File: src/rtl/vga_text_capture_pkg.sv
// ----------------------------------------------------------------------------
// vga_text_pkg
// Shared constants for the VGA text capture block: character cell geometry,
// default 640x480 VGA timing, port field widths and the emitter state type.
// ----------------------------------------------------------------------------
package vga_text_pkg;

   // Character cell: 5x9 pitch, of which the top-left 4x8 carries glyph pixels
   localparam int unsigned CELL_W  = 5;
   localparam int unsigned CELL_H  = 9;
   localparam int unsigned GLYPH_W = 4;
   localparam int unsigned GLYPH_H = 8;
   localparam int unsigned SIG_W   = GLYPH_W * GLYPH_H;

   // Default VGA 640x480@60 timing
   localparam int VGA_H_ACTIVE = 640;
   localparam int VGA_H_FRONT  = 16;
   localparam int VGA_H_SYNC   = 96;
   localparam int VGA_H_BACK   = 48;
   localparam int VGA_V_ACTIVE = 480;
   localparam int VGA_V_FRONT  = 10;
   localparam int VGA_V_SYNC   = 2;
   localparam int VGA_V_BACK   = 33;

   // Field widths
   localparam int unsigned POS_W = 12;  // signed position counters
   localparam int unsigned COL_W = 5;
   localparam int unsigned ROW_W = 6;
   localparam int unsigned GX_W  = 2;   // in-glyph x, 0..3
   localparam int unsigned GY_W  = 3;   // in-glyph y, 0..7

   typedef enum logic {
      E_IDLE,
      E_SEND
   } emit_state_t;

endpackage

File: src/rtl/vga_text_capture_pos_recover.sv
// ----------------------------------------------------------------------------
// vga_pos_recover
// Recovers pixel position from registered hsync/vsync edges and maps it onto
// character cells.
//   clk, rst_n          : pixel clock, async active-low reset
//   i_hsync, i_vsync    : raw sync from the renderer
//   i_video             : raw pixel value
//   o_capture_en        : current registered sample is a glyph pixel to store
//   o_video             : registered pixel value
//   o_col, o_xx         : cell column and in-glyph x of the registered sample
//   o_row, o_yy         : text row and in-glyph y of the registered sample
//   o_locked            : set by the first vsync end, cleared only by reset
// ----------------------------------------------------------------------------
module vga_pos_recover
   import vga_text_pkg::*;
#(
   parameter int H_BACK          = VGA_H_BACK,
   parameter int V_BACK          = VGA_V_BACK,
   parameter int H_ACTIVE        = VGA_H_ACTIVE,
   parameter int V_ACTIVE        = VGA_V_ACTIVE,
   parameter int COLS            = 32,
   parameter bit SYNC_ACTIVE_LOW = 1'b1
) (
   input  logic             clk,
   input  logic             rst_n,
   input  logic             i_hsync,
   input  logic             i_vsync,
   input  logic             i_video,
   output logic             o_capture_en,
   output logic             o_video,
   output logic [COL_W-1:0] o_col,
   output logic [GX_W-1:0]  o_xx,
   output logic [ROW_W-1:0] o_row,
   output logic [GY_W-1:0]  o_yy,
   output logic             o_locked
);

   localparam int ROWS = V_ACTIVE / int'(CELL_H);

   localparam logic signed [POS_W-1:0] S_ZERO  = POS_W'(0);
   localparam logic signed [POS_W-1:0] S_ONE   = POS_W'(1);
   localparam logic signed [POS_W-1:0] X_START = POS_W'(-H_BACK);
   localparam logic signed [POS_W-1:0] Y_START = POS_W'(-V_BACK);
   localparam logic signed [POS_W-1:0] X_END   = POS_W'(H_ACTIVE);
   localparam logic signed [POS_W-1:0] Y_END   = POS_W'(V_ACTIVE);

   // Input register, syncs normalised to "active" flags
   logic r_hs_act, r_vs_act, r_video;
   logic r_hs_act_d, r_vs_act_d;

   // Counter state describes the previous registered sample
   logic signed [POS_W-1:0] r_x, r_line;
   logic [2:0]              r_xx;
   logic [3:0]              r_yy;
   logic [POS_W-1:0]        r_col, r_row;
   logic                    r_locked;

   // Position of the current registered sample
   logic                    w_h_end, w_v_end;
   logic signed [POS_W-1:0] w_x, w_line;
   logic [2:0]              w_xx;
   logic [3:0]              w_yy;
   logic [POS_W-1:0]        w_col, w_row;
   logic                    w_cap;

   always_ff @(posedge clk or negedge rst_n) begin
      if (!rst_n) begin
         r_hs_act   <= 1'b0;
         r_vs_act   <= 1'b0;
         r_video    <= 1'b0;
         r_hs_act_d <= 1'b0;
         r_vs_act_d <= 1'b0;
      end else begin
         r_hs_act   <= SYNC_ACTIVE_LOW ? ~i_hsync : i_hsync;
         r_vs_act   <= SYNC_ACTIVE_LOW ? ~i_vsync : i_vsync;
         r_video    <= i_video;
         r_hs_act_d <= r_hs_act;
         r_vs_act_d <= r_vs_act;
      end
   end

   assign w_h_end = r_hs_act_d & ~r_hs_act;
   assign w_v_end = r_vs_act_d & ~r_vs_act;

   // Counters are resolved combinationally for the sample now in the input
   // register, so the capture decision lands one clock after sampling.
   always_comb begin
      w_x  = w_h_end ? X_START : r_x + S_ONE;
      w_xx = r_xx;
      w_col = r_col;
      if (w_x <= S_ZERO) begin
         w_xx  = '0;
         w_col = '0;
      end else if (r_xx == 3'(CELL_W - 1)) begin
         w_xx  = '0;
         w_col = r_col + 1'b1;
      end else begin
         w_xx = r_xx + 1'b1;
      end
   end

   always_comb begin
      w_line = r_line;
      if (w_v_end) begin
         w_line = Y_START;
      end else if (w_h_end) begin
         w_line = r_line + S_ONE;
      end
      w_yy  = r_yy;
      w_row = r_row;
      if (w_line <= S_ZERO) begin
         w_yy  = '0;
         w_row = '0;
      end else if (w_h_end) begin
         if (r_yy == 4'(CELL_H - 1)) begin
            w_yy  = '0;
            w_row = r_row + 1'b1;
         end else begin
            w_yy = r_yy + 1'b1;
         end
      end
   end

   always_ff @(posedge clk or negedge rst_n) begin
      if (!rst_n) begin
         r_x      <= '0;
         r_line   <= '0;
         r_xx     <= '0;
         r_yy     <= '0;
         r_col    <= '0;
         r_row    <= '0;
         r_locked <= 1'b0;
      end else begin
         r_x      <= w_x;
         r_line   <= w_line;
         r_xx     <= w_xx;
         r_yy     <= w_yy;
         r_col    <= w_col;
         r_row    <= w_row;
         r_locked <= r_locked | w_v_end;
      end
   end

   assign w_cap = r_locked
                & (w_x >= S_ZERO) & (w_x < X_END)
                & (w_line >= S_ZERO) & (w_line < Y_END)
                & (w_xx < 3'(GLYPH_W)) & (w_yy < 4'(GLYPH_H))
                & (w_col < POS_W'(COLS)) & (w_row < POS_W'(ROWS));

   assign o_capture_en = w_cap;
   assign o_video      = r_video;
   assign o_col        = w_col[COL_W-1:0];
   assign o_xx         = w_xx[GX_W-1:0];
   assign o_row        = w_row[ROW_W-1:0];
   assign o_yy         = w_yy[GY_W-1:0];
   assign o_locked     = r_locked;

endmodule

File: src/rtl/vga_text_capture.sv
// ----------------------------------------------------------------------------
// vga_text_capture
// Captures the renderer's 1-bit video into a per-column glyph buffer and
// streams one 32-bit signature per character cell once a text row completes.
//   clk, rst_n               : pixel clock, async active-low reset
//   hsync, vsync, video      : renderer outputs
//   cell_valid / cell_ready  : signature stream handshake
//   cell_col, cell_row       : cell coordinates of the current beat
//   cell_bits                : signature, bit 4*yy+xx = glyph pixel (xx,yy)
//   locked                   : position counters valid
//   overrun                  : sticky, a row was abandoned before draining
// ----------------------------------------------------------------------------
module vga_text_capture
   import vga_text_pkg::*;
#(
   parameter int H_BACK          = VGA_H_BACK,
   parameter int V_BACK          = VGA_V_BACK,
   parameter int H_ACTIVE        = VGA_H_ACTIVE,
   parameter int V_ACTIVE        = VGA_V_ACTIVE,
   parameter int COLS            = 32,
   parameter bit SYNC_ACTIVE_LOW = 1'b1
) (
   input  logic             clk,
   input  logic             rst_n,
   input  logic             hsync,
   input  logic             vsync,
   input  logic             video,
   output logic             cell_valid,
   input  logic             cell_ready,
   output logic [COL_W-1:0] cell_col,
   output logic [ROW_W-1:0] cell_row,
   output logic [SIG_W-1:0] cell_bits,
   output logic             locked,
   overrun
);

   logic             w_cap, w_video;
   logic [COL_W-1:0] w_col;
   logic [GX_W-1:0]  w_xx;
   logic [ROW_W-1:0] w_row;
   logic [GY_W-1:0]  w_yy;
   logic [4:0]       w_idx;
   logic             w_first, w_last;

   logic [SIG_W-1:0] r_buf [COLS];

   emit_state_t      r_state, w_state_nx;
   logic [COL_W-1:0] r_k, w_k_nx;
   logic [ROW_W-1:0] r_row, w_row_nx;
   logic             r_overrun, w_overrun_nx;
   logic             w_accept;

   vga_pos_recover #(
      .H_BACK          (H_BACK),
      .V_BACK          (V_BACK),
      .H_ACTIVE        (H_ACTIVE),
      .V_ACTIVE        (V_ACTIVE),
      .COLS            (COLS),
      .SYNC_ACTIVE_LOW (SYNC_ACTIVE_LOW)
   ) u_pos (
      .clk          (clk),
      .rst_n        (rst_n),
      .i_hsync      (hsync),
      .i_vsync      (vsync),
      .i_video      (video),
      .o_capture_en (w_cap),
      .o_video      (w_video),
      .o_col        (w_col),
      .o_xx         (w_xx),
      .o_row        (w_row),
      .o_yy         (w_yy),
      .o_locked     (locked)
   );

   // With a 4-wide glyph, {yy, xx} is exactly 4*yy + xx
   assign w_idx = {w_yy, w_xx};

   assign w_first = w_cap & (w_col == '0) & (w_xx == '0) & (w_yy == '0);
   assign w_last  = w_cap & (w_col == COL_W'(COLS - 1))
                  & (w_xx == GX_W'(GLYPH_W - 1)) & (w_yy == GY_W'(GLYPH_H - 1));

   always_ff @(posedge clk or negedge rst_n) begin
      if (!rst_n) begin
         for (int unsigned c = 0; c < COLS; c++) begin
            r_buf[c] <= '0;
         end
      end else if (w_cap) begin
         for (int unsigned c = 0; c < COLS; c++) begin
            if (w_col == COL_W'(c)) begin
               r_buf[c][w_idx] <= w_video;
            end
         end
      end
   end

   always_ff @(posedge clk or negedge rst_n) begin
      if (!rst_n) begin
         r_state   <= E_IDLE;
         r_k       <= '0;
         r_row     <= '0;
         r_overrun <= 1'b0;
      end else begin
         r_state   <= w_state_nx;
         r_k       <= w_k_nx;
         r_row     <= w_row_nx;
         r_overrun <= w_overrun_nx;
      end
   end

   assign w_accept = (r_state == E_SEND) & cell_ready;

   always_comb begin
      w_state_nx   = r_state;
      w_k_nx       = r_k;
      w_row_nx     = r_row;
      w_overrun_nx = r_overrun;
      case (r_state)
         E_IDLE: begin
            if (w_last) begin
               w_state_nx = E_SEND;
               w_k_nx     = '0;
               w_row_nx   = w_row;
            end
         end
         E_SEND: begin
            if (w_accept) begin
               w_k_nx = r_k + 1'b1;
            end
            // A beat accepted together with the abort still counts; only
            // beats left over make it an overrun.
            if (w_accept && (r_k == COL_W'(COLS - 1))) begin
               w_state_nx = E_IDLE;
               w_k_nx     = '0;
            end else if (w_first) begin
               w_state_nx   = E_IDLE;
               w_overrun_nx = 1'b1;
            end
         end
         default: w_state_nx = E_IDLE;
      endcase
   end

   assign cell_valid = (r_state == E_SEND);
   assign cell_col   = r_k;
   assign cell_row   = r_row;
   assign cell_bits  = cell_valid ? r_buf[r_k] : '0;
   assign overrun    = r_overrun;

endmodule

File: config.mk
export PLATFORM = sky130hd
export DESIGN_NAME = vga_text_capture
export DESIGN_NICKNAME = d
export VERILOG_FILES = /design/src/rtl/vga_text_capture_pkg.sv /design/src/rtl/vga_text_capture_pos_recover.sv /design/src/rtl/vga_text_capture.sv
export SDC_FILE = /design/constraint.sdc
export NUM_CORES = 2
export LEC_CHECK = 0
export CELL_PAD_IN_SITES_DETAIL_PLACEMENT = 0
export CELL_PAD_IN_SITES_GLOBAL_PLACEMENT = 2
export CORE_MARGIN = 1
export CORE_UTILIZATION = 41
export DETAILED_ROUTE_END_ITERATION = 8
export PLACE_DENSITY = 0.82
export SLEW_MARGIN = 20
export SYNTH_ARGS = -nofsm -noshare
export SYNTH_HDL_FRONTEND = slang
export SYNTH_SLANG_ARGS = --single-unit
File: constraint.sdc
create_clock -name clk -period 3.15 [get_ports clk]
set_input_delay 0.7875 -clock clk [delete_from_list [all_inputs] [get_ports clk]]
set_output_delay 0.7875 -clock clk [all_outputs]
set_load 0.1 [all_outputs]
==> results.json <==
{
  "status": "finished, violations left",
  "violations": "negative setup slack",
  "cpMaxStageDelayCell": "mux4_2",
  "postSynthCellCount": 4664,
  "leakagePower_nw": 36.3,
  "cp.required_ns": 2.36,
  "async_flop_share_pct": 100,
  "grt_pass1_vias": 44400,
  "hold_class": "flip-flop to flip-flop",
  "clkSinkCount": 1098,
  "p_switching_mw": 10.9,
  "syn_avg_cell_area_sq_um": 12.4,
  "power_density_mw_per_mm2": 483,
  "seqCellArea_sq_mm": 0.0275,
  "swShare_pct": 28.6,
  "die_x_microns": 378,
  "power_frac_clock_pct": 40.5,
  "slew_violations": 0,
  "rows": 137,
  "setup.worst_path.start_class": "flip-flop",
  "num_vias": 43900,
  "initial_core_util_pct": 41.5,
  "grt_pass1_wl_microns": 294000,
  "vdd_ir_drop_max_uv": 557,
  "track_usage_pct": 27.3,
  "relSlewSlack_pct": 41.0,
  "netlist_area_sq_mm": 0.0580,
  "dr.pass1.iters": 7,
  "crit_arrival_ns": 3.36,
  "path_clk_slew_ns": 0.06,
  "io_pins": 52,
  "htreeDepth": 4,
  "die_h_microns": 378,
  "ys_ff_latch": 1098,
  "finalWorstSetupSlack_ns": -1.00,
  "clk_latency_ns": 0.78,
  "synthDistinctLibCells": 74,
  "grt_overflow": 0,
  "power_frac_comb_pct": 21.3,
  "crit_path_cell_trace": "buf_12, buf_16, mux4_2, mux4_2, mux2i_4, buf_6, nor2b_4, buf_12",
  "numCtsBuffers": 130,
  "power_mw": 38.2,
  "setup_tns_ns": -298.88,
  "skew_ns": 0.0293,
  "grt_max_degree": 120,
  "numPortBuffers": 51,
  "p_int_mw": 27.3,
  "cts_root_buffer": "clkbuf_16",
  "crit_fanout": 15,
  "post-route-min-period_ns": 4.15,
  "fp.dieArea_sq_mm": 0.143,
  "pwr-share-seq_pct": 38.2,
  "avgViaCountPerCell": 6.24,
  "setup_viol": 1067,
  "clock_path_buffers": 3,
  "multi_input_area_sq_mm": 0.0333,
  "n_fill_cell": 10800,
  "cp_num_buf_inv": 4,
  "syn_nets": 4680,
  "area_growth_pct": 36.4,
  "synth_flop_cell": "dfrtp_1",
  "drv_cap": 0,
  "drcViolationCount": 0,
  "ys.warnings.count": 0,
  "fin_nets": 5069,
  "antenna_found_initial": 7,
  "place.gp.congestion": 0.860,
  "antenna_left": 0,
  "drt_iter0_markers": 4262,
  "coreArea_sq_mm": 0.140,
  "synth.yosys.seq_area_share_pct": 47.4,
  "crit_path_end_kind": "output pin",
  "post_drt_wl_per_cell_microns": 28.6,
  "cts_tree": "yes",
  "critical_path.top_delay_family": "multiplexers",
  "tightest_slew_ns": 0.881,
  "synth_edf_count": 0,
  "max_freq_mhz": 241,
  "rsz0062_at_grt": "yes",
  "crit_type": "flip-flop to output pin",
  "hold_viol": 0,
  "layout-drive-gt1-share_pct": 56.2,
  "dp_hpwl_microns": 113000,
  "final_util_pct": 56.6,
  "fin_crit_sh_pct": 132,
  "wl_microns": 201000,
  "slowest_delay_ns": 0.53
}
-- placed cells by master (no fill, tap or decap), types with 20 or more instances in the layout --
master,count
clkbuf_16,159
or2_4,23
nor2b_4,32
mux2_4,231
buf_12,249
nor2_1,72
nand4_1,20
buf_6,51
or2_2,61
nand2_1,61
nor3_4,198
mux2_2,764
buf_16,78
mux2_1,37
nor3_1,580
mux4_2,320
clkbuf_1,32
nand3_1,59
nor4_1,122
nor3_2,54
xnor2_1,21
dfrtp_1,1088
buf_4,392
nor4_4,44
clkbuf_8,28
-- power groups by stage --
stage	combinational (mW)	sequential [mW]	clock, mW
2_1_floorplan	4.41	14.8	0
3_3_place_gp	7.38	14.8	0
3_5_place_dp	7.41	14.8	0
4_1_cts	7.87	14.6	15.6
5_1_grt	8.54	14.6	16.2
6_report	8.13	14.6	15.5
-- metal layers --
metal / track usage, % / part of all wire, %
met5: 0 / 0.012
met4: 9.72 / 4.0
met3: 4.76 / 7.9
met2: 41.9 / 46
met1: 38.8 / 42
-- worst register-to-register path, cell delays in order, from the launching register on --
cell	delay, ns
dfrtp_1	0.38
inv_2	0.08
ha_4	0.14
nand3b_1	0.19
buf_6	0.19
o221ai_2	0.12
a2111o_1	0.15
and3_1	0.15
nand4_1	0.26
a211o_4	0.52
buf_12	0.19
buf_6	0.12
buf_12	0.13
buf_16	0.16
buf_4	0.17
nor3_1	0.24
mux2_2	0.37
-- final timing paths --
path,from,end,slack (ns),cells after the start
worst min register to register,u_pos.r_vs_act,u_pos.r_vs_act_d,0.42,0
max in group asynchronous,rst_n,r_buf[428],1.50,4
min in group asynchronous,rst_n,r_buf[107],0.58,2
worst max register to register,u_pos.r_yy[1],r_buf[447],-0.52,16
worst min-delay path,u_pos.r_vs_act,u_pos.r_vs_act_d,0.42,0
worst max-delay path,cell_col[0],cell_bits[1],-1.00,8
-- metrics by stage --
step                hold WS, ns  worst slack, ns  area [sq um]  std cells
floorplan                 0.366           -0.144         58800       4664
global placement          0.432           -0.554         65800       6572
detailed placement        0.437           -0.597         65800       6572
CTS                       0.405           -0.994         75200       6949
global route              0.436            -1.05         79100       7030
finish                    0.415            -1.00         79200       7032
-- flip-flops by register name, indices dropped and copies added, names as in the netlist, 3 cells and up --
register	cells
u_pos.r_yy	4
u_pos.r_x	12
u_pos.r_col	12
u_pos.r_xx	3
u_pos.r_line	12
cell_col	5
u_pos.r_row	12
r_buf	1024
cell_row	6
-- what timing repair did --
| action | CTS | global route |
|---|---|---|
| resized for setup | 521 | 639 |
| hold buffers | 1 | 0 |
| hold endpoints to repair | 11 | 0 |
| cloned | 72 | 31 |
| pin swaps | 95 | 193 |
| endpoints found under the setup margin | 1063 | 1069 |
| buffers inserted | 72 | 73 |
-- cell usage after synthesis (4+ instances only) --
library cell	count	area, sq um
a211oi_1	6	45.0
a21oi_1	16	80.1
a31oi_1	9	56.3
and2_1	4	25.0
and3_1	12	75.1
and4_1	4	35.0
buf_1	31	116
buf_2	135	676
buf_4	6	45.0
buf_6	4	45.0
clkbuf_1	375	1410
clkbuf_2	13	65.1
dfrtp_1	1098	27500
ha_1	10	125
inv_1	11	41.3
mux2_1	40	450
mux2_2	992	11200
mux2i_1	39	390
mux4_2	320	7210
nand2_1	80	300
nand2b_1	9	56.3
nand3_1	63	315
nand3b_1	5	37.5
nand4_1	20	125
nand4b_1	7	61.3
nor2_1	77	289
nor2b_1	39	244
nor3_1	828	4140
nor3_2	4	40.0
nor3b_1	5	37.5
nor4_1	177	1110
o21ai_0	15	75.1
o21ai_1	5	25.0
or2_2	84	526
or3_1	18	113
or4_1	7	52.6
xnor2_1	24	210
xor2_1	19	166
-- final cells by class --
type                    count  share of cell area, %
clock inverters            38                  0.550
well taps                1876                   2.97
inverters                  13                 0.0617
repair buffers            821                   14.7
clock buffers             195                   4.91
diodes                      2                0.00632
flip-flops and latches   1098                   34.7
multi-input cells        2989                   42.1
-- cells by family (layout without fill, tap and decap cells) --
logic type               after synthesis  in the layout  synth area share [%]
flip-flops                          1098           1098                  47.4
XOR/XNOR                              44             44                 0.677
AO/OA/AOI/OAI                         89             89                  1.12
multiplexers                        1391           1391                  33.1
adder cells (fa/ha/maj)               10             10                 0.216
buffers and inverters                577           1067                  4.14
other                                  0              2                     0
AND/OR/NAND/NOR                     1455           1455                  13.3
(Power assumes the default switching activity.)
